### src/rtl/if_stage_pc_unit_pkg.sv
// Shared definitions for the IF-stage PC unit: reset/NOP constants, next-PC select
// encoding and small address helpers.
package if_stage_pc_unit_pkg;

  localparam logic [31:0] NOP_INSTR        = 32'h0000_0000;
  localparam logic [31:0] RESET_PC_DEFAULT = 32'h0000_0000;
  localparam logic [31:0] PC_STEP          = 32'd4;

  typedef enum logic [1:0] {
    PCSEL_SEQ = 2'd0,
    PCSEL_BR  = 2'd1,
    PCSEL_JR  = 2'd2,
    PCSEL_J   = 2'd3
  } pcSel_e;

  // Fixed priority: a resolved branch beats jr, which beats j/jal.
  function automatic pcSel_e selectNextPc(input logic branchTaken,
                                          input logic jrEn,
                                          input logic jumpEn);
    pcSel_e sel;
    sel = PCSEL_SEQ;
    if (branchTaken)  sel = PCSEL_BR;
    else if (jrEn)    sel = PCSEL_JR;
    else if (jumpEn)  sel = PCSEL_J;
    return sel;
  endfunction

  function automatic logic [31:0] wordAlign(input logic [31:0] addr);
    return {addr[31:2], 2'b00};
  endfunction

endpackage

### src/rtl/if_stage_pc_unit_if.sv
// Fetch-side bus of the IF stage: instruction memory, ID-stage redirects, IF/ID outputs.
// misalign_err exists only when IF_ALIGN_CHECK_EN is defined.
interface if_stage_pc_unit_if;

  logic [31:0] imem_addr;
  logic [31:0] imem_rdata;
  logic        stall;
  logic        branch_taken;
  logic [31:0] branch_target;
  logic        jump_en;
  logic [31:0] jump_addr;
  logic        jr_en;
  logic [31:0] jr_target;
  logic [31:0] ifid_instr;
  logic [31:0] ifid_pc_plus4;
  logic        ifid_valid;
  logic [3:0]  pc_upper4;
`ifdef IF_ALIGN_CHECK_EN
  logic        misalign_err;
`endif

  // The PC unit itself.
  modport slave (
    input  imem_rdata, stall, branch_taken, branch_target,
           jump_en, jump_addr, jr_en, jr_target,
    output imem_addr, ifid_instr, ifid_pc_plus4, ifid_valid, pc_upper4
`ifdef IF_ALIGN_CHECK_EN
    , output misalign_err
`endif
  );

  // Memory / hazard unit / ID stage surrounding the PC unit.
  modport master (
    output imem_rdata, stall, branch_taken, branch_target,
           jump_en, jump_addr, jr_en, jr_target,
    input  imem_addr, ifid_instr, ifid_pc_plus4, ifid_valid, pc_upper4
`ifdef IF_ALIGN_CHECK_EN
    , input misalign_err
`endif
  );

endinterface

### src/rtl/if_stage_pc_unit_ifid_reg.sv
// Generic pipeline register with hold and flush; flush replaces only the bits selected
// by FLUSH_MASK with FLUSH_VAL and clears the valid flag.
module if_stage_pc_unit_ifid_reg #(
  parameter int               WIDTH      = 64,
  parameter logic [WIDTH-1:0] RESET_VAL  = '0,
  parameter logic [WIDTH-1:0] FLUSH_MASK = '0,
  parameter logic [WIDTH-1:0] FLUSH_VAL  = '0
) (
  input  logic             clk,
  input  logic             rst_n,
  input  logic             hold,
  input  logic             flush,
  input  logic [WIDTH-1:0] d,
  input  logic             dValid,
  output logic [WIDTH-1:0] q,
  output logic             qValid
);

  logic [WIDTH-1:0] dataReg, dataNext, flushData;
  logic             validReg, validNext;

  generate
    for (genvar gi = 0; gi < WIDTH; gi++) begin : gFlushBit
      assign flushData[gi] = FLUSH_MASK[gi] ? FLUSH_VAL[gi] : d[gi];
    end
  endgenerate

  // Hold wins over flush: a stalled stage keeps its contents even if a flush is requested.
  always_comb begin
    dataNext  = dataReg;
    validNext = validReg;
    if (!hold) begin
      if (flush) begin
        dataNext  = flushData;
        validNext = 1'b0;
      end else begin
        dataNext  = d;
        validNext = dValid;
      end
    end
  end

  always_ff @(posedge clk or negedge rst_n) begin
    if (!rst_n) begin
      dataReg  <= RESET_VAL;
      validReg <= 1'b0;
    end else begin
      dataReg  <= dataNext;
      validReg <= validNext;
    end
  end

  assign q      = dataReg;
  assign qValid = validReg;

endmodule

### src/rtl/if_stage_pc_unit.sv
// MIPS IF stage: PC register, next-PC selection and IF/ID register (one bubble per redirect).
// IF_ALIGN_CHECK_EN: force redirect targets word-aligned and report misaligned targets.
module if_stage_pc_unit #(
  parameter logic [31:0] RESET_PC  = if_stage_pc_unit_pkg::RESET_PC_DEFAULT,
  parameter logic [31:0] NOP_INSTR = if_stage_pc_unit_pkg::NOP_INSTR
) (
  input logic                 clk,
  input logic                 rst_n,
  if_stage_pc_unit_if.slave   bus
);

  import if_stage_pc_unit_pkg::*;

  logic [31:0] pcReg, pcNext;
  logic [31:0] pcPlus4;
  logic [31:0] rawTarget, redirectTarget;
  logic        redirect;
  pcSel_e      pcSel;
  logic [63:0] ifidData;

  assign pcPlus4 = pcReg + PC_STEP;

  always_comb begin
    pcSel     = selectNextPc(bus.branch_taken, bus.jr_en, bus.jump_en);
    rawTarget = pcPlus4;
    case (pcSel)
      PCSEL_BR: rawTarget = bus.branch_target;
      PCSEL_JR: rawTarget = bus.jr_target;
      PCSEL_J:  rawTarget = bus.jump_addr;
      default:  rawTarget = pcPlus4;
    endcase
  end

  assign redirect = (pcSel != PCSEL_SEQ);

`ifdef IF_ALIGN_CHECK_EN
  assign redirectTarget = wordAlign(rawTarget);
`else
  assign redirectTarget = rawTarget;
`endif

  // Stall freezes the PC; redirects seen during a stall are re-asserted by ID afterwards.
  always_comb begin
    pcNext = pcReg;
    if (!bus.stall) begin
      pcNext = redirect ? redirectTarget : pcPlus4;
    end
  end

  always_ff @(posedge clk or negedge rst_n) begin
    if (!rst_n) pcReg <= RESET_PC;
    else        pcReg <= pcNext;
  end

`ifdef IF_ALIGN_CHECK_EN
  logic misalignReg, misalignNext;

  always_comb begin
    misalignNext = misalignReg;
    if (!bus.stall && redirect && (rawTarget[1:0] != 2'b00)) begin
      misalignNext = 1'b1;
    end
  end

  always_ff @(posedge clk or negedge rst_n) begin
    if (!rst_n) misalignReg <= 1'b0;
    else        misalignReg <= misalignNext;
  end

  assign bus.misalign_err = misalignReg;
`endif

  // Flush squashes only the instruction word; PC+4 still travels with the bubble.
  if_stage_pc_unit_ifid_reg #(
    .WIDTH      (64),
    .RESET_VAL  ({NOP_INSTR, 32'h0000_0000}),
    .FLUSH_MASK ({32'hFFFF_FFFF, 32'h0000_0000}),
    .FLUSH_VAL  ({NOP_INSTR, 32'h0000_0000})
  ) uIfidReg (
    .clk    (clk),
    .rst_n  (rst_n),
    .hold   (bus.stall),
    .flush  (redirect),
    .d      ({bus.imem_rdata, pcPlus4}),
    .dValid (1'b1),
    .q      (ifidData),
    .qValid (bus.ifid_valid)
  );

  assign bus.imem_addr     = pcReg;
  assign bus.ifid_instr    = ifidData[63:32];
  assign bus.ifid_pc_plus4 = ifidData[31:0];
  assign bus.pc_upper4     = ifidData[31:28];

endmodule

### src/flat_wrapper.sv
// flat-port wrapper written by rule: the top's interface ports become plain ports
module if_stage_pc_unit_flat import if_stage_pc_unit_pkg::*;
#(
  parameter logic [31:0] RESET_PC  = if_stage_pc_unit_pkg::RESET_PC_DEFAULT,
  parameter logic [31:0] NOP_INSTR = if_stage_pc_unit_pkg::NOP_INSTR
)
  (clk, rst_n, bus_imem_rdata, bus_stall, bus_branch_taken, bus_branch_target, bus_jump_en, bus_jump_addr, bus_jr_en, bus_jr_target, bus_imem_addr, bus_ifid_instr, bus_ifid_pc_plus4, bus_ifid_valid, bus_pc_upper4);
  if_stage_pc_unit_if bus_i ();
  input logic clk;
  input logic rst_n;
  input wire logic [$bits(bus_i.imem_rdata)-1:0] bus_imem_rdata;
  input wire logic [$bits(bus_i.stall)-1:0] bus_stall;
  input wire logic [$bits(bus_i.branch_taken)-1:0] bus_branch_taken;
  input wire logic [$bits(bus_i.branch_target)-1:0] bus_branch_target;
  input wire logic [$bits(bus_i.jump_en)-1:0] bus_jump_en;
  input wire logic [$bits(bus_i.jump_addr)-1:0] bus_jump_addr;
  input wire logic [$bits(bus_i.jr_en)-1:0] bus_jr_en;
  input wire logic [$bits(bus_i.jr_target)-1:0] bus_jr_target;
  output wire logic [$bits(bus_i.imem_addr)-1:0] bus_imem_addr;
  output wire logic [$bits(bus_i.ifid_instr)-1:0] bus_ifid_instr;
  output wire logic [$bits(bus_i.ifid_pc_plus4)-1:0] bus_ifid_pc_plus4;
  output wire logic [$bits(bus_i.ifid_valid)-1:0] bus_ifid_valid;
  output wire logic [$bits(bus_i.pc_upper4)-1:0] bus_pc_upper4;
  assign bus_i.imem_rdata = bus_imem_rdata;
  assign bus_i.stall = bus_stall;
  assign bus_i.branch_taken = bus_branch_taken;
  assign bus_i.branch_target = bus_branch_target;
  assign bus_i.jump_en = bus_jump_en;
  assign bus_i.jump_addr = bus_jump_addr;
  assign bus_i.jr_en = bus_jr_en;
  assign bus_i.jr_target = bus_jr_target;
  assign bus_imem_addr = bus_i.imem_addr;
  assign bus_ifid_instr = bus_i.ifid_instr;
  assign bus_ifid_pc_plus4 = bus_i.ifid_pc_plus4;
  assign bus_ifid_valid = bus_i.ifid_valid;
  assign bus_pc_upper4 = bus_i.pc_upper4;
  if_stage_pc_unit #(.RESET_PC(RESET_PC), .NOP_INSTR(NOP_INSTR)) u_core (.clk(clk), .rst_n(rst_n), .bus(bus_i));
endmodule
### config.mk
export PLATFORM = sky130hd
export DESIGN_NAME = if_stage_pc_unit_flat
export DESIGN_NICKNAME = d
export VERILOG_FILES = /design/src/rtl/if_stage_pc_unit_pkg.sv /design/src/rtl/if_stage_pc_unit_if.sv /design/src/rtl/if_stage_pc_unit_ifid_reg.sv /design/src/rtl/if_stage_pc_unit.sv /design/src/flat_wrapper.sv
export SDC_FILE = /design/constraint.sdc
export NUM_CORES = 1
export LEC_CHECK = 0
export CORE_MARGIN = 5
export CORE_UTILIZATION = 40
export CTS_CLUSTER_DIAMETER = 60
export CTS_CLUSTER_SIZE = 12
export DETAILED_ROUTE_END_ITERATION = 8
export GPL_TIMING_DRIVEN = 1
export HOLD_SLACK_MARGIN = 0.02
export PLACE_DENSITY = 0.77
export SYNTH_ARGS = -nofsm -noshare
export SYNTH_HDL_FRONTEND = slang
export SYNTH_SLANG_ARGS = --single-unit
### constraint.sdc
create_clock -name clk -period 3.7 [get_ports clk]
set_input_delay 0.925 -clock clk [delete_from_list [all_inputs] [get_ports clk]]
set_output_delay 0.925 -clock clk [all_outputs]
set_load 0.1 [all_outputs]
# After elaboration in Yosys (flattened, before gate mapping)
# Index checks and enable logic that the tools add are counted.
[totals]
word_cells = 15
out_inout_bits = 101
reg_bits = 97
[classes]
reduce_logical = 1
addsub = 1
eq_ne = 3
muxes = 7
[ops]
columns = ["op", "count"]
rows = [
  ["one-hot mux 32 bit (3 select lines)", 1],
  ["two-way mux 64 bit", 1],
  ["adder 32 x 3 -> 32 bit, second input constant", 1],
  ["two-way mux 32 bit", 1],
  ["two-way mux 2 bit", 3],
  ["equality test 2 bit, second input constant", 2],
  ["equality test 2 x 1 -> 1 bit, second input constant", 1],
  ["nonzero test 2 bit", 1],
  ["two-way mux 1 bit", 1],
]

# Logic depth before layout (Yosys ltp)
# Gate-level depths: netlist of run 1.
[depth]
depth_word = 6
mapped_depth = 8
mapped_depth_nobuf = 6

# Modules after synthesis
# A second synthesis of run 1 with hierarchy kept.
[hier_totals]
cells_unflattened = 583
area_unflattened_um2 = 5584.1
[modules_own_cells]
columns = ["module", "cells_each", "instances", "seq_area_each_um2", "area_each_um2"]
rows = [
  ["if_stage_pc_unit", 374, 1, 800.8, 2874.0],
  ["if_stage_pc_unit_ifid_reg", 209, 1, 1626.6, 2710.1],
]

# Least setup slack after synthesis of run 1
# No wires, ideal clock.
[synth_timing]
path_kind = "reg-to-reg"
from = "register u_core.pcReg[2], in the netlist u_core.bus.imem_addr[2]"
to = "register u_core.pcReg[26], in the netlist u_core.bus.imem_addr[26]"
t_required_ns = 3.629
slack_ns = 1.039
stages_incl_launch_ff = 8
setup_ns = 0.071
path_buffers = 1
t_arrival_ns = 2.589
path_cell_list = "dfrtp_1 > ha_1 > and3_1 > buf_2 > nand4_1 > or3_4 > or4_1 > nand3_1"
[synth_between]
elab_chain_cells = 3
[synth_rtl]
columns = ["item", "line_no", "rtl"]
rows = [
  ["from (decl)", "if_stage_pc_unit.sv:14", "logic [31:0] pcReg, pcNext;"],
  ["from (signal assigned)", "if_stage_pc_unit.sv:52", "else pcReg <= pcNext;"],
  ["adder 32 x 3 -> 32 bit *", "if_stage_pc_unit.sv:21", "assign pcPlus4 = pcReg + PC_STEP;"],
  ["one-hot mux 32 bit (3 select lines)", "if_stage_pc_unit.sv:26", "case (pcSel)"],
  ["two-way mux 32 bit *", "if_stage_pc_unit.sv:46", "pcNext = redirect ? redirectTarget : pcPlus4;"],
]
# Every way passes the cells marked *; elsewhere a longest branch is shown, timed or not.
# A chain may end at the register's enable or synchronous reset.

# Worst setup path in the final report of run 1
[layout_timing]
from = "input bus_jump_en"
to = "register u_core.pcReg[17], in the netlist u_core.bus.imem_addr[17]"
[layout_between]
elab_chain_cells = 6
elab_cells_between_ends = 9
cone_classes = "3 x eq/ne; 5 x mux; 1 x reduce/logical"
[layout_rtl]
columns = ["item", "line_no", "rtl"]
rows = [
  ["from (decl)", "flat_wrapper.sv:15", "input wire logic [$bits(bus_i.jump_en)-1:0] bus_jump_en;"],
  ["two-way mux 2 bit *", "if_stage_pc_unit_pkg.sv:24", "else if (jumpEn) sel = PCSEL_J;"],
  ["two-way mux 2 bit *", "if_stage_pc_unit_pkg.sv:23", "else if (jrEn) sel = PCSEL_JR;"],
  ["two-way mux 2 bit *", "if_stage_pc_unit_pkg.sv:22", "if (branchTaken) sel = PCSEL_BR;"],
  ["equality test 2 bit / equality test 2 x 1 -> 1 bit (equally long branches)", "if_stage_pc_unit.sv:26", ""],
  ["one-hot mux 32 bit (3 select lines)", "if_stage_pc_unit.sv:26", ""],
  ["two-way mux 32 bit *", "if_stage_pc_unit.sv:46", ""],
]
# Marks and branches as above.

==> results.txt, run 1 <==
The flow ran to the end, and the final reports show no timing, DRC or antenna violations. The via count of the first global-routing pass is 5,470. The leakage power summed over all cells came out at 3.15 nW. The latest clock arrival within the worst-skew pair came out at 0.34 ns. The worst setup path is launched from an input pin.

The DRC violations left came out at 0. By instance count, the leading cell after synthesis is sky130_fd_sc_hd__nand2_1. After synthesis, the most frequently instantiated cells are 119 x sky130_fd_sc_hd__nand2_1, 98 x sky130_fd_sc_hd__o21ai_0, 97 x sky130_fd_sc_hd__dfrtp_1.

The fraction of layout instances using a drive strength above 1 is 8.64%. The die is 124 um wide. The switching portion of total power is 44.4%.

The async set or reset register ratio after synthesis is 100%. The core utilization of the finished layout is 61.5%. The slew at the pin closest to its max-slew limit is 1.35 ns. In this run the worst hold path is classified as reg2reg. The routability congestion estimate came out at 0.867. The average wire per standard cell is 17.8 um. The number of nets at the end of the flow is 953.

The total of max-cap violations came out at 0. The aggregate global routing overflow came out at 0. In this run the count of I/O pins placed on the die edge is 235. The critical path goes through clkdlybuf4s50_1, nor2b_2, a221o_1, o21ai_0, o31a_1, o22ai_1. The gate count of the mapped netlist came out at 621. The share of synthesized area occupied by flip-flops and latches came out at 46.4%.

The endpoint required time on the critical path is 3.95 ns. The worst setup path is captured at a flip-flop. Setup repair after global routing left no endpoint under its margin. The ratio of routed vias to standard cells came out at 5.46. Measured against its own limit, the worst slew margin works out to 9.29%.

The portion of synthesized cell area occupied by the leading cell type came out at 46.4%. The maximum cell stage delay along the critical path came out at 1.10 ns. The floorplan step defined a core boundary enclosing 0.0127 mm2. Counting flops with a built-in enable in the synthesized netlist gives 0. The count of port buffers added during placement is 234. The first detailed-routing pass took 5 iterations.

Derived from the worst setup path, the maximum achievable clock frequency is 330 MHz. The total vias in the final route is 5,426. The total of endpoints with negative setup slack in the final report is 0. The worst hold path passes through 2 cells. The clock net in this run drives a total of 97 sinks. The biggest fanout along the worst timing path came out at 29.

The sequential fraction of design power came out at 34.6%. The clock edge transition at the registers on the reported setup and hold paths is 0.07 ns. The final layout contains routed wiring with a total length of 17,700 um.

In this run the critical register-to-register path is captured at u_core.bus.imem_addr[18]$_DFFE_PN0N_. The beginning of the worst hold path is u_core.uIfidReg.q[20]$_DFFE_PN0N_. The antenna diode count is 0.

The worst hold path terminates at u_core.uIfidReg.q[20]$_DFFE_PN0N_. The full die area is 0.0155 mm2. For this run, the leading register cell type out of synthesis is sky130_fd_sc_hd__dfrtp_1. The y dimension of the die came out at 124 um. The shortest period the worst path allows came out at 3.03 ns. The most area-hungry cell type in the Yosys netlist is sky130_fd_sc_hd__dfrtp_1. TritonCTS built the clock tree. The worst-case vdd ir drop is 0.223 mV.

The number of distinct library cell variants in the gate-level netlist after synthesis came out at 47. The number of rows created at floorplan is 41. After synthesis the netlist holds a flip-flop and latch count of 97. In this run, post-CTS repair resized a total of 0 instances.

The cell at the root of the clock tree is sky130_fd_sc_hd__clkbuf_16. The first routing iteration left 625 violations. In the post-synthesis netlist, the biggest area contributors are sky130_fd_sc_hd__dfrtp_1 46%, sky130_fd_sc_hd__o21ai_0 9.4%, sky130_fd_sc_hd__nand2_1 8.5%. The slowest cell on the critical path is sky130_fd_sc_hd__nor2b_2. Entering global routing, the biggest net connects 108 pins.

The wire length of the first global-routing pass is 28,500 um. The worst clock skew is 0.00508 ns. The mean area per synthesized cell is 8.43 um2. The count of warnings emitted by yosys is 0. The count of antenna-violating nets left after detailed routing came out at 0.

The synthesis-to-finish area growth is 49.5%. The level count of the clock H-tree came out at 3. The number of antenna violations at the first check in global routing is 1. The post-synth design cell area is 0.00524 mm2.

The data arrival time of the critical path is 3.28 ns. The number of cells on the worst reg-to-reg path came out at 6. The total negative slack came out at 0 ns. In this run, the combinational gates consume 41.4% of the power. The power density relative to cell area came out at 475 mW/mm2. The origin of the critical flop-to-flop path is u_core.bus.imem_addr[2]$_DFFE_PN0N_. The post-CTS setup buffer count came out at 0. The number of inserted filler cells in the final layout is 1,086. The total count of max-transition violations in the final report came out at 0. Among cell families on the critical path, the largest total delay comes from simple AND/OR/NAND/NOR gates.

The worst hold margin came out at 0.484 ns. The analysis attributes to net switching a power of 1.65 mW. The number of endpoints with negative hold slack in the final report is 0. The worst setup path is of the in2reg kind. The setup slack of the worst register-to-register path came out at 1.32 ns. The global-route usage over all layers came out at 22.4%. The CTS buffer count came out at 9. The internal power summed over all cells is 2.07 mW. The clock passes through at most 2 buffers. The number of hold buffers added after CTS was 0. The number of buffers and inverters on the critical path is 1. The final clock period utilization by the worst path came out at 81.8%. The synthesized netlist net count came out at 756. Detailed placement finished with a half-perimeter wire length of 13,100 um. The starting density of the core is 41.1%.

The share of power burned in the clock network is 24.0%.
## routing by layer
metal  vias to the layer above  routed length [um]  track usage (%)  share of wire [%]
met4                         2                 518             9.22                2.9
met1                      2532                7140             28.4                 40
met3                        37                1530             5.92                8.6
li1                       2587                   -                -                  -
met5                         -                   7                0              0.040
met2                       268                8500             36.3                 48
## logic make-up (layout without fill, tap and decap cells)
kind of cell	count (synthesis)	after routing	share of synthesized area, %
AND/OR/NAND/NOR	230	230	20.1
AO/OA/AOI/OAI	194	194	22.4
flip-flops	97	97	46.4
buffers and inverters	68	269	5.54
XOR/XNOR	28	28	4.68
multiplexers	3	3	0.645
adder cells (fa/ha/maj)	1	1	0.239
## cell usage in the layout (no fill, tap or decap), types with 12 or more instances in the layout
cell / n
sky130_fd_sc_hd__clkdlybuf4s50_1: 196
sky130_fd_sc_hd__nor3_1: 12
sky130_fd_sc_hd__inv_1: 12
sky130_fd_sc_hd__buf_4: 43
sky130_fd_sc_hd__dfrtp_1: 97
sky130_fd_sc_hd__o21ai_0: 98
sky130_fd_sc_hd__a22oi_1: 21
sky130_fd_sc_hd__nand3_1: 21
sky130_fd_sc_hd__a221oi_1: 14
sky130_fd_sc_hd__nand2_1: 119
sky130_fd_sc_hd__xnor2_1: 21
sky130_fd_sc_hd__a21oi_1: 22
sky130_fd_sc_hd__nor2_1: 37
sky130_fd_sc_hd__o22ai_1: 12
## sequential cells by signal, indices dropped and copies added (netlist names)
signal,cells
u_core.bus.imem_addr,32
u_core.uIfidReg.qValid,1
u_core.uIfidReg.q,64
## worst register-to-register path, delay by kind of cell, from the launching register on
kind                       cells  cell delay (ns)
and+or+nand+nor                3             1.04
AOI/OAI and AO/OA              2             0.49
DFF                            1             0.47
adders and majority gates      1             0.30
## worst max path at each step
stage / depth (start not counted) / slack [ns] / end / startpoint
floorplan: 7 / 1.04 / u_core.bus.imem_addr[26]$_DFFE_PN0N_ / u_core.bus.imem_addr[2]$_DFFE_PN0N_
global placement: 5 / 0.42 / u_core.bus.imem_addr[2]$_DFFE_PN0N_ / bus_jump_en
detailed placement: 6 / 0.32 / u_core.bus.imem_addr[15]$_DFFE_PN0N_ / bus_jump_en
CTS: 6 / 0.68 / u_core.bus.imem_addr[15]$_DFFE_PN0N_ / bus_jump_en
global route: 6 / 0.51 / u_core.bus.imem_addr[16]$_DFFE_PN0N_ / bus_jump_en
finish: 6 / 0.67 / u_core.bus.imem_addr[17]$_DFFE_PN0N_ / bus_jump_en
## power groups by stage
stage	logic (mW)	clock network, mW	registers (mW)
after detailed placement	1.55	0	1.30
after global routing	1.61	0.951	1.30
after global placement	1.53	0	1.30
after CTS	1.55	0.904	1.28
after floorplan	0.324	0	2.05
final	1.54	0.891	1.29
## stage by stage
stage                     cell area, um2  power (mW)  setup slack, ns  instances
after floorplan                     5240        2.38             1.04        621
after global placement              7540        2.83            0.424        979
after detailed placement            7540        2.85            0.325        979
after CTS                           7830        3.74            0.684        994
after global routing                7830        3.86            0.515        994
final                               7830        3.72            0.674        994
## final cells by class
cell class,instances,area [um2],share of cell area [%]
inverters,12,45.0,0.576
flip-flops and latches,97,2430,31.0
clock inverters,4,28.8,0.368
repair buffers,242,2330,29.8
well taps,172,215,2.75
multi-input cells,456,2530,32.3
clock buffers,11,253,3.23
No activity file was read; power rests on OpenSTA's default activity.
==> inputs of run 2 (changes only) <==
--- a/config.mk
+++ b/config.mk
@@ -6,7 +6,7 @@
 export NUM_CORES = 1
 export LEC_CHECK = 0
 export CORE_MARGIN = 5
-export CORE_UTILIZATION = 40
+export CORE_UTILIZATION = 38
 export CTS_CLUSTER_DIAMETER = 60
 export CTS_CLUSTER_SIZE = 12
 export DETAILED_ROUTE_END_ITERATION = 8
==> constraint.sdc (replaced) <==
create_clock -name clk -period 2.7 [get_ports clk]
set_input_delay 0.675 -clock clk [delete_from_list [all_inputs] [get_ports clk]]
set_output_delay 0.675 -clock clk [all_outputs]
set_load 0.1 [all_outputs]
==> results.txt, run 2 (same netlist as run 1, synthesis figures left out) <==
The shortest period the worst path allows is 2.21 ns. The ratio of routed vias to standard cells came out at 5.32. CTS saw 97 sinks. The count of placed standard cells including taps is 996. The first-pass detailed-route iteration total is 5. The level count of the clock H-tree is 3.

For this design the top-level I/O count stands at 235. The violation count after the first detailed-route iteration came out at 580. The number of cells on the worst reg-to-reg path came out at 5. The synthesis-to-finish area growth came out at 49.0%. Among cell families on the critical path, the largest total delay comes from simple AND/OR/NAND/NOR gates. The launching element type of the critical path is a flip-flop. Traced cell by cell, the critical path runs through and4_1, and3_1, nand4_1, or4_1, nand3_1.

The first global-routing pass estimated 27,600 um of wire. The number of antenna diodes in the final layout is 0. Derived from the worst setup path, the maximum achievable clock frequency is 453 MHz. The buffer levels on the longest clock path is 2. TritonCTS built the clock tree.

The worst clock skew is 0.0106 ns. Setup repair after global routing left no endpoint under its margin. In this design, the stage delay of the slowest critical-path cell is 0.55 ns. The category of the worst setup path capture point is a flip-flop.

The CTS buffer count came out at 9. At the pin with the least slew margin, the transition time is 0.681 ns. The combinational share of power is 41.4%. The latest clock arrival within the worst-skew pair came out at 0.35 ns. The total count of max-transition violations in the final report is 0.

The area used by sequential logic in the layout came out at 0.00243 mm2. The critical path crosses 5 cells after its start point. The core area came out at 0.0134 mm2. The number of rows created at floorplan came out at 42. The HPWL reported at the end of detailed placement is 13,200 um.

Data on the critical path arrives at its endpoint at 2.49 ns. The run finished with clean final reports. VDD sags by at most 0.411 mV. Dividing total power by cell area gives a power density of 651 mW/mm2.

The aggregate global routing overflow came out at 0. The total of max-cap violations is 0. The setup slack of the worst register-to-register path is 0.49 ns. The count of antenna-violating nets left after detailed routing is 0. The die covers 0.0162 mm2. Once layout is done, the placed cells without fillers occupy 0.00780 mm2. The register with the most flip-flops in the layout has 64 of them.

The total vias in the final route came out at 5,381. The tightest min-delay check is of the in2async type. The quantity of hold-fixing buffers added after cts is 0. The slowest cell on the critical path is sky130_fd_sc_hd__and3_1. The leakage power summed over all cells is 3.33 nW. The detailed-route wire length is 17,800 um. The internal power summed over all cells came out at 2.78 mW.

The number of buffers and inverters on the critical path came out at 0. The count of port buffers added during placement is 234. The multi-input combinational cells in the finished layout cover a total of 0.00253 mm2. The core utilization of the finished layout is 58.2%. The total negative slack came out at 0 ns. The average wire per standard cell is 17.6 um. The sequential fraction of design power came out at 34.7%.

The origin of the critical flop-to-flop path is u_core.bus.imem_addr[10]$_DFFE_PN0N_. The count of cells resized by post-cts repair is 0. The y dimension of the die came out at 127 um. The post-layout instance count excluding filler cells came out at 1,012. The number of inserted filler cells in the final layout is 1,250. The worst-case setup margin in the final layout came out at 0.492 ns. The tightest slew margin relative to the limit is 54.6%. The switching portion of total power came out at 45.3%. The clock edge transition at the registers on the reported setup and hold paths is 0.07 ns.

The total of endpoints with negative setup slack in the final report is 0. The cell at the root of the clock tree is sky130_fd_sc_hd__clkbuf_16. The final clock period utilization by the worst path is 81.8%.

The starting density of the core came out at 39.1%. The via count of the first global-routing pass came out at 5,151. At the worst endpoint, the required time is 2.98 ns. Leaving out fill and tap cells, the most frequent cells in the layout are 130 x sky130_fd_sc_hd__clkdlybuf4s50_1, 119 x sky130_fd_sc_hd__nand2_1, 119 x sky130_fd_sc_hd__buf_4.

In this run the post-CTS setup repair buffer count came out at 0. The global-route usage over all layers is 21.3%. The number of endpoints with negative hold slack in the final report was 0.

The routability congestion estimate came out at 0.845. The placed instances occupy a cell area of 0.00752 mm2. The DRC violations left is 0. Of all nets on the critical path, the largest fanout is 15. The number of antenna violations at the first check in global routing is 1. The largest net degree at the start of global routing came out at 70. At the end of the flow, the number of nets in the layout was 966. The horizontal die dimension is 127 um. The share of total power dissipated in the clock network is 23.9%. The critical register-to-register path endpoint is u_core.bus.imem_addr[25]$_DFFE_PN0N_. The fraction of layout instances using a drive strength above 1 came out at 18.1%. The most frequent standard cell in the layout excluding fill and tap cells is sky130_fd_sc_hd__clkdlybuf4s50_1.

Summed over all nets, the switching power comes to 2.30 mW. The worst setup path is of the reg2reg kind. The setup slack after placement is 0.239 ns.
[run 2: power groups by stage]
stage	registers [mW]	logic, mW	clock network, mW
after floorplan	2.81	0.445	0
after global placement	1.78	2.10	0
after detailed placement	1.79	2.11	0
after CTS	1.76	2.11	1.25
after global routing	1.79	2.19	1.31
final	1.76	2.10	1.22
[run 2: metrics by stage]
stage	hold WS [ns]	total power, mW
final	0.263	5.08
after global routing	0.294	5.29
after CTS	0.268	5.12
after detailed placement	0.474	3.90
after global placement	0.469	3.88
after floorplan	0.379	3.26
[run 2: layout make-up]
cell class | count | share of cell area [%]
well taps | 176 | 2.82
clock inverters | 7 | 0.706
flip-flops and latches | 97 | 31.1
multi-input cells | 456 | 32.4
clock buffers | 9 | 2.89
repair buffers | 255 | 29.5
inverters | 12 | 0.578
[run 2: worst max path at each step]
stage	startpoint	endpoint	slack (ns)
2_1_floorplan	u_core.bus.imem_addr[2]$_DFFE_PN0N_	u_core.bus.imem_addr[26]$_DFFE_PN0N_	0.04
3_3_place_gp	bus_jump_en	u_core.bus.imem_addr[21]$_DFFE_PN0N_	0.27
3_5_place_dp	bus_jump_en	u_core.bus.imem_addr[26]$_DFFE_PN0N_	0.24
4_1_cts	u_core.bus.imem_addr[10]$_DFFE_PN0N_	u_core.bus.imem_addr[21]$_DFFE_PN0N_	0.51
5_1_grt	u_core.bus.imem_addr[10]$_DFFE_PN0N_	u_core.bus.imem_addr[24]$_DFFE_PN0N_	0.35
6_report	u_core.bus.imem_addr[10]$_DFFE_PN0N_	u_core.bus.imem_addr[25]$_DFFE_PN0N_	0.49
[run 2: layer usage]
metal / routed length (um) / global-route usage [%]
met2: 8570 / 34.7
met5: 13 / 0
met1: 7380 / 28.1
met4: 265 / 6.31
met3: 1560 / 5.34
